==> config.mk <==
export PLATFORM = sky130hd
export DESIGN_NAME = exe_arbiter_ctrl
export DESIGN_NICKNAME = d
export VERILOG_FILES = /design/src/rtl/exe_pkg.sv /design/src/rtl/exe_arbiter_ctrl_rr_arb2.sv /design/src/rtl/exe_arbiter_ctrl.sv
export SDC_FILE = /design/constraint.sdc
export NUM_CORES = 1
export LEC_CHECK = 0
export CORE_UTILIZATION = 41
export DETAILED_ROUTE_END_ITERATION = 12
export MAX_ROUTING_LAYER = met4
export PLACE_DENSITY = 0.91
export SLEW_MARGIN = 20
export SYNTH_ARGS = -nofsm -noshare
export SYNTH_HDL_FRONTEND = slang
export SYNTH_SLANG_ARGS = --single-unit
==> constraint.sdc <==
create_clock -name i_clk -period 2.5 [get_ports i_clk]
set_clock_uncertainty 0.2 [all_clocks]
set_input_delay 0.5 -clock i_clk [delete_from_list [all_inputs] [get_ports i_clk]]
set_output_delay 0.5 -clock i_clk [all_outputs]
set_load 0.01 [all_outputs]
==> src/rtl/exe_pkg.sv <==
// exe_pkg: opcodes, status codes and controller states shared by the exe arbiter slice
package exe_pkg;
    localparam logic [1:0] OP_CMP  = 2'b01;
    localparam logic [1:0] OP_CONV = 2'b11;
    typedef enum logic [1:0] {
        ST_OK      = 2'b00,
        ST_ILLEGAL = 2'b01,
        ST_NEGZERO = 2'b10,
        ST_RSVD    = 2'b11
    } status_t;
    typedef enum logic [1:0] {IDLE, EXEC, RESP} state_t;
endpackage

==> src/rtl/exe_arbiter_ctrl_rr_arb2.sv <==
// rr_arb2: two-input round-robin arbiter, pointer names the favoured requester on contention
module rr_arb2 (
    input  logic       clk,
    input  logic       rst,
    input  logic [1:0] valid,
    input  logic       accept,
    output logic [1:0] grant
);
    logic ptr;
    // lone requester wins outright; on contention the pointer decides
    always_comb grant = {valid[1] & (~valid[0] | ptr), valid[0] & (~valid[1] | ~ptr)};
    // after an accept the other requester becomes favoured
    always_ff @(posedge clk)
        if (rst) ptr <= 1'b0;
        else if (accept) ptr <= grant[0];
endmodule

==> src/rtl/exe_arbiter_ctrl.sv <==
// exe_arbiter_ctrl: shares one combinational exe unit between two requesters with round-robin issue
module exe_arbiter_ctrl
    import exe_pkg::*;
#(
    parameter int m = 4,
    parameter int n = 2
) (
    input  logic         i_clk,
    input  logic         i_rsn,
    input  logic         i_req0_valid,
    output logic         o_req0_ready,
    input  logic [n-1:0] i_req0_oper,
    input  logic [m-1:0] i_req0_argA,
    input  logic [m-1:0] i_req0_argB,
    input  logic         i_req1_valid,
    output logic         o_req1_ready,
    input  logic [n-1:0] i_req1_oper,
    input  logic [m-1:0] i_req1_argA,
    input  logic [m-1:0] i_req1_argB,
    output logic [n-1:0] o_exe_oper,
    output logic [m-1:0] o_exe_argA,
    output logic [m-1:0] o_exe_argB,
    input  logic [m-1:0] i_exe_result,
    output logic         o_rsp_valid,
    input  logic         i_rsp_ready,
    output logic [m-1:0] o_rsp_result,
    output logic         o_rsp_id,
    output logic [1:0]   o_rsp_status
);
    state_t        state, state_d;
    status_t       st_q, st_d;
    logic [1:0]    grant;
    logic          accept, id_q;
    logic [n-1:0]  oper_q;
    logic [m-1:0]  a_q, b_q, res_q;

    rr_arb2 u_arb (
        .clk   (i_clk),
        .rst   (i_rsn),
        .valid ({i_req1_valid, i_req0_valid}),
        .accept(accept),
        .grant (grant)
    );

    assign o_req0_ready = ~i_rsn & (state == IDLE) & grant[0];
    assign o_req1_ready = ~i_rsn & (state == IDLE) & grant[1];
    assign accept       = o_req0_ready | o_req1_ready;
    assign o_exe_oper   = oper_q;
    assign o_exe_argA   = a_q;
    assign o_exe_argB   = b_q;
    assign o_rsp_valid  = state == RESP;
    assign o_rsp_result = res_q;
    assign o_rsp_id     = id_q;
    assign o_rsp_status = st_q;

    // classify the captured opcode/operands into a response status
    always_comb st_d = (oper_q == n'(OP_CMP)) ? ST_OK :
                       (oper_q != n'(OP_CONV)) ? ST_ILLEGAL :
                       (a_q == {1'b1, {(m-1){1'b0}}}) ? ST_NEGZERO : ST_OK;

    // state register
    always_ff @(posedge i_clk)
        if (i_rsn) state <= IDLE;
        else state <= state_d;

    // next state: accept -> one exec cycle -> hold response until taken
    always_comb begin
        state_d = state;
        if (state == IDLE && accept) state_d = EXEC;
        else if (state == EXEC) state_d = RESP;
        else if (state == RESP && i_rsp_ready) state_d = IDLE;
    end

    // operand capture on accept, result/status capture at the end of exec
    always_ff @(posedge i_clk) begin
        if (i_rsn) begin
            oper_q <= '0;
            a_q    <= '0;
            b_q    <= '0;
            id_q   <= 1'b0;
            res_q  <= '0;
            st_q   <= ST_OK;
        end else begin
            if (accept) begin
                oper_q <= grant[1] ? i_req1_oper : i_req0_oper;
                a_q    <= grant[1] ? i_req1_argA : i_req0_argA;
                b_q    <= grant[1] ? i_req1_argB : i_req0_argB;
                id_q   <= grant[1];
            end
            if (state == EXEC) begin
                res_q <= (st_d == ST_ILLEGAL) ? '0 : i_exe_result;
                st_q  <= st_d;
            end
        end
    end
endmodule

==> report_table.html <==
<table>
<tr><th>Metric</th><th>Value</th></tr>
<tr><th colspan="2">GRT</th></tr>
<tr><td>Maximum number of pins on one net before global-route repair</td><td>20</td></tr>
<tr><td>Wire length of the first global-routing pass</td><td>4350 um</td></tr>
<tr><td>Residual overflow from global routing</td><td>0</td></tr>
<tr><td>Number of global-route vias before repair</td><td>946</td></tr>
<tr><td>Number of antenna violations at the first check in global routing</td><td>0</td></tr>
<tr><td>GRT Resource Usage Total</td><td>0.237</td></tr>
<tr><th colspan="2">Drt</th></tr>
<tr><td>Number of search-and-repair iterations in the first detailed-routing pass</td><td>4</td></tr>
<tr><td>Overall via count from detail_route</td><td>1017</td></tr>
<tr><td>Starting DRC count in detailed routing</td><td>16</td></tr>
<tr><td>DRT Wirelength</td><td>2790 um</td></tr>
<tr><td>Via density</td><td>5.47</td></tr>
<tr><td>Remaining antenna violation count after routing</td><td>0</td></tr>
<tr><td>Post-DR wirelength/cell</td><td>15.0 um</td></tr>
<tr><td>Total DRC errors in the routed layout</td><td>0</td></tr>
<tr><th colspan="2">Timing</th></tr>
<tr><td>Finish-stage setup viols</td><td>0</td></tr>
<tr><td>Setup repair after global routing missed its margin</td><td>no</td></tr>
<tr><td>Final setup slack of the worst path</td><td>0.156 ns</td></tr>
<tr><td>Final hold violation count</td><td>0</td></tr>
<tr><td>Max-slew violation total from the final report</td><td>0</td></tr>
<tr><td>Min Tclk post-route</td><td>2.34 ns</td></tr>
<tr><td>Final critical-path share of the clock period</td><td>0.938</td></tr>
<tr><td>Actual transition at the worst max-transition pin</td><td>0.707 ns</td></tr>
<tr><td>Worst slew slack as a fraction of its limit</td><td>0.527</td></tr>
<tr><td>Maximum clock frequency</td><td>0.427 GHz</td></tr>
<tr><th colspan="2">Clock network</th></tr>
<tr><td>H-Tree Depth</td><td>1</td></tr>
<tr><td>Clock sinks</td><td>20</td></tr>
<tr><td>Root buffer selected by CTS</td><td>clkbuf_4</td></tr>
<tr><td>CTS Buf Count</td><td>3</td></tr>
<tr><td>Post-CTS Repair Setup Buffers</td><td>0</td></tr>
<tr><td>Clock buffer depth</td><td>2</td></tr>
<tr><td>Clock insertion delay at the later pin of the skew report</td><td>0.31 ns</td></tr>
<tr><td>Register clock-pin slew on the reported worst setup and hold paths</td><td>0.11 ns</td></tr>
<tr><td>Clock tree from TritonCTS</td><td>built</td></tr>
<tr><th colspan="2">Power</th></tr>
<tr><td>Max VDD drop</td><td>0.324 mV</td></tr>
<tr><td>Combinational Power Share</td><td>0.306</td></tr>
<tr><td>Clk pwr share</td><td>0.235</td></tr>
<tr><td>Switching power as a share of total power</td><td>0.300</td></tr>
<tr><td>Leakage power figure</td><td>0.525 nW</td></tr>
<tr><td>Net Switching</td><td>0.248 mW</td></tr>
<tr><td>Share of total power in sequential cells</td><td>0.459</td></tr>
<tr><td>Power density over the cells</td><td>555 nW/um^2</td></tr>
<tr><td>P_int</td><td>0.579 mW</td></tr>
<tr><td>Power, Total</td><td>0.827 mW</td></tr>
<tr><th colspan="2">Floorplan</th></tr>
<tr><td>Area of the die</td><td>2520 um^2</td></tr>
<tr><td>Effective utilization at floorplan</td><td>0.434</td></tr>
<tr><td>Core region area</td><td>2190 um^2</td></tr>
<tr><td>Io pins</td><td>49</td></tr>
<tr><td>Floorplan row count</td><td>17</td></tr>
<tr><td>Die Span Y</td><td>50.2 um</td></tr>
<tr><td>Die extent in x</td><td>50.2 um</td></tr>
<tr><th colspan="2">Worst setup path</th></tr>
<tr><td>Register-to-register path setup slack</td><td>0.79 ns</td></tr>
<tr><td>Termination of the worst setup path</td><td>o_req1_ready</td></tr>
<tr><td>Critical Setup Path Class</td><td>in2out</td></tr>
<tr><td>Data required time of the worst path</td><td>1.80 ns</td></tr>
<tr><td>Crit path launch</td><td>i_req1_valid</td></tr>
<tr><td>Logic depth of the worst register-to-register path</td><td>3</td></tr>
<tr><td>R2R Path End</td><td>o_exe_argB[0]</td></tr>
<tr><td>Critical R2R Launch</td><td>state[0]</td></tr>
<tr><td>Startpoint class of the critical path</td><td>input port</td></tr>
<tr><td>CP max FO</td><td>3</td></tr>
<tr><td>Data arrival time of the worst path</td><td>1.64 ns</td></tr>
<tr><td>Critical Path Sink Type</td><td>output pin</td></tr>
<tr><th colspan="2">Yosys</th></tr>
<tr><td>Post-synthesis share of cell area spent on full adders, half adders and majority gates</td><td>0</td></tr>
<tr><td>Xor and xnor area share after synthesis</td><td>0</td></tr>
<tr><td>Fraction of post-synthesis cell area in the top cell type by area</td><td>0.421</td></tr>
<tr><td>Yosys warning count</td><td>0</td></tr>
<tr><td>Number of standard cells after synthesis</td><td>110</td></tr>
<tr><td>Netlist area before placement</td><td>951 um^2</td></tr>
<tr><td>Library cell occupying the most area in the post-synthesis netlist</td><td>dfxtp_1</td></tr>
<tr><td>Largest family of logic cells by synthesized area</td><td>simple AND/OR/NAND/NOR gates</td></tr>
<tr><td>Mux contribution to synthesized area</td><td>0</td></tr>
<tr><td>Count of cell types in the netlist</td><td>22</td></tr>
<tr><td>Top cells by area, synth</td><td>dfxtp_1, a21oi_1, nor3_2</td></tr>
<tr><td>Number of flip-flops and latches in the synthesized netlist</td><td>20</td></tr>
<tr><td>Compound-cell area share of the yosys netlist</td><td>0.116</td></tr>
<tr><td>Simple-gate area share of the yosys netlist</td><td>0.396</td></tr>
<tr><td>Seq/Total Area, Yosys</td><td>0.421</td></tr>
<tr><td>Synthesized netlist net count</td><td>139</td></tr>
<tr><td>Synthesized area per cell</td><td>8.64 um^2</td></tr>
<tr><th colspan="2">Final layout</th></tr>
<tr><td>Most frequent standard cell in the layout excluding fill and tap cells</td><td>clkdlybuf4s50_1</td></tr>
<tr><td>Final net count</td><td>188</td></tr>
<tr><td>Diodes inserted</td><td>0</td></tr>
<tr><td>Final design instance area without fill</td><td>1490 um^2</td></tr>
<tr><td>Area Growth Syn to Fin</td><td>56.6%</td></tr>
<tr><td>Leading cell types in the layout, fill and taps excluded</td><td>clkdlybuf4s50_1, dfxtp_1, a21oi_1</td></tr>
<tr><td>Fraction of final layout cells sized beyond drive strength 1</td><td>0.165</td></tr>
<tr><td>Final core utilization</td><td>0.680</td></tr>
<tr><th colspan="2">Placement</th></tr>
<tr><td>Number of buffers added on ports</td><td>48</td></tr>
<tr><td>Pre-CTS setup slack</td><td>-0.410 ns</td></tr>
<tr><td>DPL Wire Length</td><td>1970 um</td></tr>
<tr><td>Instance area at placement</td><td>1440 um^2</td></tr>
<tr><td>Final GP Congestion</td><td>0.778</td></tr>
<tr><th colspan="2">Min path</th></tr>
<tr><td>Kind of path behind the tightest hold check</td><td>reg2reg</td></tr>
<tr><th colspan="2">Run</th></tr>
<tr><td>Count of max-cap constraint violations</td><td>0</td></tr>
<tr><th colspan="2">Outcome</th></tr>
<tr><td>Outcome</td><td>complete, no violations</td></tr>
</table>
## how the worst min path moves through the flow
| stage | from | to | slack, ns | cells past startpoint |
|---|---|---|---|---|
| after floorplan | o_rsp_result[0] | o_rsp_result[0] | 0.28 | 2 |
| after global placement | o_rsp_result[2] | o_rsp_result[2] | 0.24 | 2 |
| after detailed placement | o_rsp_result[2] | o_rsp_result[2] | 0.25 | 2 |
| after CTS | o_rsp_result[2] | o_rsp_result[2] | 0.26 | 2 |
| after global routing | o_rsp_result[3] | o_rsp_result[3] | 0.28 | 2 |
| final | o_rsp_result[2] | o_rsp_result[2] | 0.26 | 2 |
## repair_timing
item,in CTS,in global routing
hold buffers,0,0
endpoints found under the setup margin,2,1
cloned,0,0
gates resized for setup,10,1
## logic make-up after synthesis
group / Yosys count
buf+inv: 10
simple gates: 60
flops: 20
compound gates: 20
## stage by stage
stage | TNS (ns) | hold slack [ns] | std cells
2_1_floorplan | 0 | 0.276 | 110
3_3_place_gp | -0.766 | 0.237 | 182
3_5_place_dp | -0.754 | 0.247 | 182
4_1_cts | 0 | 0.263 | 186
5_1_grt | 0 | 0.285 | 186
6_report | 0 | 0.259 | 186
## cell type report
class / instances / area [um^2]
inverters: 1 / 3.75
flip-flops and latches: 20 / 400
well taps: 28 / 35.0
clock buffers: 4 / 36.3
repair buffers: 53 / 515
fillers: 185 / 702
multi-input cells: 80 / 498
## critical path: stages
cell	delay (ns)
dlygate4sd2_1	0.27
or3b_4	0.42
nor3_2	0.20
clkdlybuf4s15_2	0.26
## flip-flops by register name (all words and copies together), names as in the netlist
name / cells
o_exe_argA: 4
o_rsp_status: 2
state: 2
u_arb.ptr: 1
o_exe_oper: 2
o_rsp_result: 4
o_exe_argB: 4
o_rsp_id: 1
## layer usage
layer | share of wire | GRT usage | vias up
met5 | 0 | - | -
met1 | 0.39 | 0.261 | 470
met3 | 0.066 | 0.0515 | 6
met2 | 0.52 | 0.413 | 44
met4 | 0.019 | 0.0905 | 0
li1 | - | - | 497
## power groups by stage
stage               Sequential (mW)  Combinational, mW  Clock (mW)
detailed placement            0.386              0.252           0
global placement              0.382              0.247           0
global route                  0.384              0.273       0.209
floorplan                     0.390              0.122           0
finish                        0.380              0.253       0.194
CTS                           0.380              0.254       0.191
## synthesized netlist by cell type
| library cell | count |
|---|---|
| nor2_1 | 3 |
| nor2_2 | 1 |
| nand4_1 | 1 |
| dfxtp_1 | 20 |
| nor2b_1 | 2 |
| nand2b_1 | 2 |
| nand2_1 | 8 |
| and2b_1 | 1 |
| nor3_2 | 9 |
| a2bb2oi_2 | 1 |
| clkbuf_1 | 3 |
| and2_1 | 1 |
| nor4_1 | 10 |
| or3b_4 | 2 |
| nand3_1 | 4 |
| a21oi_1 | 19 |
| nor4b_1 | 2 |
| inv_1 | 1 |
| buf_2 | 3 |
| buf_6 | 3 |
| nor3_1 | 13 |
| or2_2 | 1 |
No activity file was read; power rests on OpenSTA's default activity.
